==> config.mk <==
export PLATFORM = sky130hd
export DESIGN_NAME = wb_stage
export DESIGN_NICKNAME = d
export VERILOG_FILES = /design/src/rtl/wb_stage.sv
export SDC_FILE = /design/constraint.sdc
export NUM_CORES = 1
export LEC_CHECK = 0
export CORE_MARGIN = 2
export CORE_UTILIZATION = 23
export CTS_CLUSTER_DIAMETER = 120
export DETAILED_ROUTE_END_ITERATION = 10
export PLACE_DENSITY = 0.5
export SLEW_MARGIN = 20
export SYNTH_ARGS = -nofsm -noshare
export SYNTH_HDL_FRONTEND = slang
export SYNTH_SLANG_ARGS = --single-unit
==> constraint.sdc <==
create_clock -name clk -period 2.7 [get_ports clk]
set_input_delay 0.405 -clock clk [delete_from_list [all_inputs] [get_ports clk]]
set_output_delay 0.405 -clock clk [all_outputs]
set_load 0.01 [all_outputs]
==> src/rtl/wb_stage.sv <==
// Write-back stage: selects and formats the retiring result, waits for late load
// data, and drives the registered register-file write port plus retire/error status.
module wb_stage #(
   parameter int TIMEOUT = 15
) (
   input  logic        clk,
   input  logic        reset,
   input  logic        in_valid,
   output logic        in_ready,
   input  logic [4:0]  rd,
   input  logic        reg_write,
   input  logic [1:0]  mem_to_reg,
   input  logic [2:0]  funct3,
   input  logic [1:0]  addr_lo,
   input  logic [31:0] alu_result,
   input  logic [31:0] pc4,
   input  logic [31:0] imm,
   input  logic [31:0] dmem_rdata,
   input  logic        dmem_rvalid,
   output logic        rf_wr_n,
   output logic [4:0]  rf_wr_addr,
   output logic [31:0] rf_wr_data,
   output logic [31:0] instret,
   output logic        load_err,
   output logic        misalign_err
);

   typedef enum logic [0:0] {
      IDLE      = 1'b0,
      WAIT_LOAD = 1'b1
   } state_t;

   localparam logic [7:0] TIMEOUT_C = 8'(TIMEOUT);

   state_t      state_r;
   state_t      state_nxt_s;
   logic [7:0]  wait_cnt_r;
   logic [7:0]  wait_cnt_nxt_s;
   logic [7:0]  wait_cnt_inc_s;
   logic [4:0]  rd_r;
   logic        reg_write_r;
   logic [2:0]  funct3_r;
   logic [1:0]  addr_lo_r;
   logic        capture_s;
   logic        retire_s;
   logic        write_s;
   logic [4:0]  wr_addr_s;
   logic [31:0] wr_data_s;
   logic        set_misalign_s;
   logic        set_load_err_s;

   // Widths the load unit cannot serve: unaligned halves/words and reserved funct3.
   function automatic logic load_misaligned(input logic [2:0] f3, input logic [1:0] lane);
      logic bad;
      case (f3)
         3'b000, 3'b100: bad = 1'b0;
         3'b001, 3'b101: bad = lane[0];
         3'b010:         bad = (lane != 2'b00);
         default:        bad = 1'b1;
      endcase
      return bad;
   endfunction

   function automatic logic [31:0] load_format(input logic [2:0] f3, input logic [1:0] lane,
                                               input logic [31:0] word);
      logic [7:0]  byte_v;
      logic [15:0] half_v;
      logic [31:0] res;
      case (lane)
         2'b00:   byte_v = word[7:0];
         2'b01:   byte_v = word[15:8];
         2'b10:   byte_v = word[23:16];
         2'b11:   byte_v = word[31:24];
         default: byte_v = word[7:0];
      endcase
      half_v = lane[1] ? word[31:16] : word[15:0];
      case (f3)
         3'b000:  res = {{24{byte_v[7]}}, byte_v};
         3'b100:  res = {24'd0, byte_v};
         3'b001:  res = {{16{half_v[15]}}, half_v};
         3'b101:  res = {16'd0, half_v};
         default: res = word;
      endcase
      return res;
   endfunction

   assign in_ready       = (state_r == IDLE);
   assign wait_cnt_inc_s = wait_cnt_r + 8'd1;

   // Next-state, write-slot and error decisions for the current cycle.
   always_comb begin
      state_nxt_s    = state_r;
      wait_cnt_nxt_s = wait_cnt_r;
      capture_s      = 1'b0;
      retire_s       = 1'b0;
      write_s        = 1'b0;
      wr_addr_s      = rd;
      wr_data_s      = alu_result;
      set_misalign_s = 1'b0;
      set_load_err_s = 1'b0;
      case (state_r)
         IDLE: begin
            if (in_valid) begin
               if (mem_to_reg == 2'b01) begin
                  if (dmem_rvalid) begin
                     retire_s  = 1'b1;
                     wr_data_s = load_format(funct3, addr_lo, dmem_rdata);
                     if (load_misaligned(funct3, addr_lo)) begin
                        set_misalign_s = 1'b1;
                     end else begin
                        write_s = reg_write & (rd != 5'd0);
                     end
                  end else begin
                     state_nxt_s    = WAIT_LOAD;
                     wait_cnt_nxt_s = 8'd0;
                     capture_s      = 1'b1;
                  end
               end else begin
                  retire_s = 1'b1;
                  write_s  = reg_write & (rd != 5'd0);
                  case (mem_to_reg)
                     2'b10:   wr_data_s = pc4;
                     2'b11:   wr_data_s = imm;
                     default: wr_data_s = alu_result;
                  endcase
               end
            end else begin
               state_nxt_s = IDLE;
            end
         end
         WAIT_LOAD: begin
            wr_addr_s = rd_r;
            wr_data_s = load_format(funct3_r, addr_lo_r, dmem_rdata);
            // A response on the timeout edge still completes the load.
            if (dmem_rvalid) begin
               retire_s    = 1'b1;
               state_nxt_s = IDLE;
               if (load_misaligned(funct3_r, addr_lo_r)) begin
                  set_misalign_s = 1'b1;
               end else begin
                  write_s = reg_write_r & (rd_r != 5'd0);
               end
            end else if (wait_cnt_inc_s == TIMEOUT_C) begin
               set_load_err_s = 1'b1;
               wait_cnt_nxt_s = wait_cnt_inc_s;
               state_nxt_s    = IDLE;
            end else begin
               wait_cnt_nxt_s = wait_cnt_inc_s;
            end
         end
         default: begin
            state_nxt_s = IDLE;
         end
      endcase
   end

   // State, captured load context, register-file port and status registers.
   always_ff @(posedge clk or posedge reset) begin
      if (reset) begin
         state_r      <= IDLE;
         wait_cnt_r   <= 8'd0;
         rd_r         <= 5'd0;
         reg_write_r  <= 1'b0;
         funct3_r     <= 3'd0;
         addr_lo_r    <= 2'd0;
         rf_wr_n      <= 1'b1;
         rf_wr_addr   <= 5'd0;
         rf_wr_data   <= 32'd0;
         instret      <= 32'd0;
         load_err     <= 1'b0;
         misalign_err <= 1'b0;
      end else begin
         state_r    <= state_nxt_s;
         wait_cnt_r <= wait_cnt_nxt_s;
         if (capture_s) begin
            rd_r        <= rd;
            reg_write_r <= reg_write;
            funct3_r    <= funct3;
            addr_lo_r   <= addr_lo;
         end
         rf_wr_n <= ~write_s;
         if (write_s) begin
            rf_wr_addr <= wr_addr_s;
            rf_wr_data <= wr_data_s;
         end
         if (retire_s) begin
            instret <= instret + 32'd1;
         end
         load_err     <= load_err | set_load_err_s;
         misalign_err <= misalign_err | set_misalign_s;
      end
   end

endmodule

==> summary.md <==
| Metric | Value |
|---|---|
| Outcome | `finished, final reports clean` |
| Fin Setup TNS | `0 ns` |
| Post-route ant nets | `0` |
| Slew margin rel. | `40.70%` |
| Seq pwr share | `36.7%` |
| RR Startpoint | `funct3_r[0]$_DFFE_PP0P_` |
| FFs w/ async S/R, synth | `100.0%` |
| Cell area after layout | `0.009646 mm²` |
| RSZ-0062 raised after global routing | `no` |
| Die width | `173.9 µm` |
| WHS | `0.4688 ns` |
| DRT iter0 DRCs | `532` |
| Port-buffer cells | `217` |
| Routed via count | `7095` |
| CP peak stage delay | `0.72 ns` |
| FMAX | `437.6 MHz` |
| # H-tree levels | `3` |
| Slowest CP cell | `a31oi_2` |
| Main area contributors after synthesis | `dfrtp_1 (34%), nand2_1 (6.2%), a21oi_1 (6.0%), mux2i_1 (5.7%), o21ai_0 (5.7%)` |
| Vias in the first global route | `6764` |
| Commonest cells in the netlist | `nand2_1 (110), dfrtp_1 (91), a21oi_1 (79)` |
| Internal Power | `0.003208 W` |
| Yosys Warn Count | `0` |
| Worst Skew | `0.01388 ns` |
| Crit start category | `input pin` |
| Core Util, Final | `33.79%` |
| CTS tree | `done` |
| Ratio of cells with drive above 1 in the final layout | `9.932%` |
| Synth Flop Type | `dfrtp_1` |
| Slew Limit Fails | `0` |
| EDFF count, synth | `0` |
| Maximum vdd ir drop | `0.2954 mV` |
| Sw Share | `36.09%` |
| Total Routing Usage GR | `17.39%` |
| Clk pin slew, worst setup/hold paths | `0.08 ns` |
| Crit Path Category | `input pin to register` |
| Postcts setup bufs | `0` |
| P_leak | `3.869 nW` |
| RePlAce Congestion | `0.9071` |
| Die Ht | `173.9 µm` |
| Reg-to-Reg End | `rf_wr_data[30]$_DFFE_PP0P_` |
| Sw power | `0.001812 W` |
| Worst Tran Pin Value | `0.8868 ns` |
| Detail Placement HPWL | `20850 µm` |
| Reg-to-reg slack, setup | `0.55 ns` |
| Grt met3 use | `2.843%` |
| CP arrival | `2.53 ns` |
| Most instantiated library cell after synthesis | `nand2_1` |
| Router iterations before antenna repair | `6` |
| Synth cell types | `63` |
| Largest area contributor in the netlist | `dfrtp_1` |
| Nets | `1180` |
| Sinks on Clock Net | `92` |
| Final worst-path cycle share | `84.64%` |
| CP dominant cell by count | `o21ai_0` |
| Yosys reg bits | `92` |
| # hold bufs at CTS | `0` |
| Final Power | `0.005020 W` |
| Root Buffer | `clkbuf_16` |
| Comb pwr share | `37.2%` |
| Drt total wl | `26940 µm` |
| Synth Cell Area | `0.006643 mm²` |
| Max Cap Violations | `0` |
| Die area | `0.03026 mm²` |
| GRT met2 Usage | `26.86%` |
| Initial antenna violation count | `1` |
| Critical Path RT | `2.95 ns` |
| First-pass GRT wire length | `40960 µm` |
| Fin crit period | `2.285 ns` |
| Routing usage on met1 | `24.54%` |
| Post-CTS sizing | `0` |
| Area grow syn2layout | `45.21%` |
| Num CTS Buffers | `9` |
| Setup-failing EPs final | `0` |
| Total gr overflow | `0` |
| Avg WL per Cell | `18.95 µm` |
| Synth top area share | `34.28%` |
| Placed inst area | `0.009353 mm²` |
| Vias per inst | `4.989` |
| R2R cell count | `6` |
| Worst path cell trace | `clkdlybuf4s50_1, buf_4, mux2i_1, o21ai_1, a31oi_2, a21oi_1, o21ai_0, o21ai_0` |
| Post-synthesis sequential area ratio | `34.68%` |
| Critical-path maximum fanout | `16` |
| Post-Syn Instances | `825` |
| Skew-Pair Late Insertion Delay | `0.36 ns` |
| Core Area | `0.02855 mm²` |
| Drt drc | `0` |
| Starting Density | `23.27%` |
| Power Dens Cells | `520.4 mW/mm²` |
| Max clock buf depth | `2` |
| Syn Nets | `973` |
| Synthesized area per cell | `8.052 µm²` |
| Clock Power Share | `26.1%` |
| Setup crit end kind | `register` |
| Endpoints failing hold | `0` |
| # rows | `62` |
| Worst hold path class | `input pin to asynchronous set/reset pin` |
| Largest net degree at the start of global routing | `33` |
| Busiest grt layer | `met2` |
| Io pins | `218` |
kinds of logic after synthesis:
logic type,Yosys count,share of synthesized area [%]
compound gates,278,25.54
simple gates,274,19.14
flops,92,34.68
buf+inv,86,6.103
mux,59,9.625
xor+xnor,33,4.351
fa+ha+maj,3,0.5651
routing by layer:
metal  vias to the layer above  share of wire (%)  routed length [µm]
li1                       3398                  -                   -
met1                      3388                 46               12460
met2                       279                 45               12120
met3                        30                6.5                1757
met4                         0                2.3                 612
met5                         -                  0                   0
power by group through the flow:
| stage | clock [W] | combinational (W) | sequential (W) |
|---|---|---|---|
| floorplan | 0 | 0.000847 | 0.00189 |
| global placement | 0 | 0.00185 | 0.00187 |
| detailed placement | 0 | 0.00186 | 0.00187 |
| CTS | 0.00135 | 0.00187 | 0.00184 |
| global route | 0.00140 | 0.00202 | 0.00188 |
| finish | 0.00131 | 0.00187 | 0.00184 |
registers in the layout, summed over array words and instances (netlist names), 2 cells and up:
register / flops
addr_lo_r: 2
funct3_r: 3
instret: 32
rd_r: 5
rf_wr_addr: 5
rf_wr_data: 32
wait_cnt_r: 8
final cells by class:
cell class	instances	area, µm²
Clock buffer	9	225.2
Inverter	23	95.09
Sequential cell	92	2303
Antenna cell	1	2.502
Fill cell	3043	18900
Multi-Input combinational cell	647	3934
Clock inverter	7	65.06
Tap cell	384	480.5
Timing Repair Buffer	259	2540
cells in the final DEF (no fill, tap or decap), types with 28 or more instances in the layout:
cell type,synthesis,routed
nand3_1,28,28
clkdlybuf4s50_1,0,215
a31oi_1,33,33
buf_4,5,37
nand2_1,110,110
o21ai_0,75,75
nor2_1,67,67
a21oi_1,79,79
mux2i_1,38,38
dfrtp_1,91,91
per-stage QoR:
stage / cells / setup WS, ns
floorplan: 825 / 0.7746
global placement: 1405 / 0.07838
detailed placement: 1405 / 0.05806
CTS: 1421 / 0.4538
global route: 1422 / 0.2699
finish: 1422 / 0.4146
worst max path at each step:
stage | depth (start not counted) | endpoint | startpoint
after floorplan | 8 | rf_wr_data[25]$_DFFE_PP0P_ | dmem_rdata[31]
after global placement | 8 | rf_wr_data[29]$_DFFE_PP0P_ | dmem_rdata[23]
after detailed placement | 8 | rf_wr_data[28]$_DFFE_PP0P_ | dmem_rdata[23]
after CTS | 8 | rf_wr_data[30]$_DFFE_PP0P_ | dmem_rdata[23]
after global routing | 8 | rf_wr_data[30]$_DFFE_PP0P_ | dmem_rdata[23]
final | 8 | rf_wr_data[30]$_DFFE_PP0P_ | dmem_rdata[23]
worst max-delay path: cells and delay by family:
kind                   cells  cell delay, ns
AOI/OAI and AO/OA          5            1.18
buffers and inverters      2            0.82
muxes                      1            0.12
No activity file was read; power rests on OpenSTA's default activity.
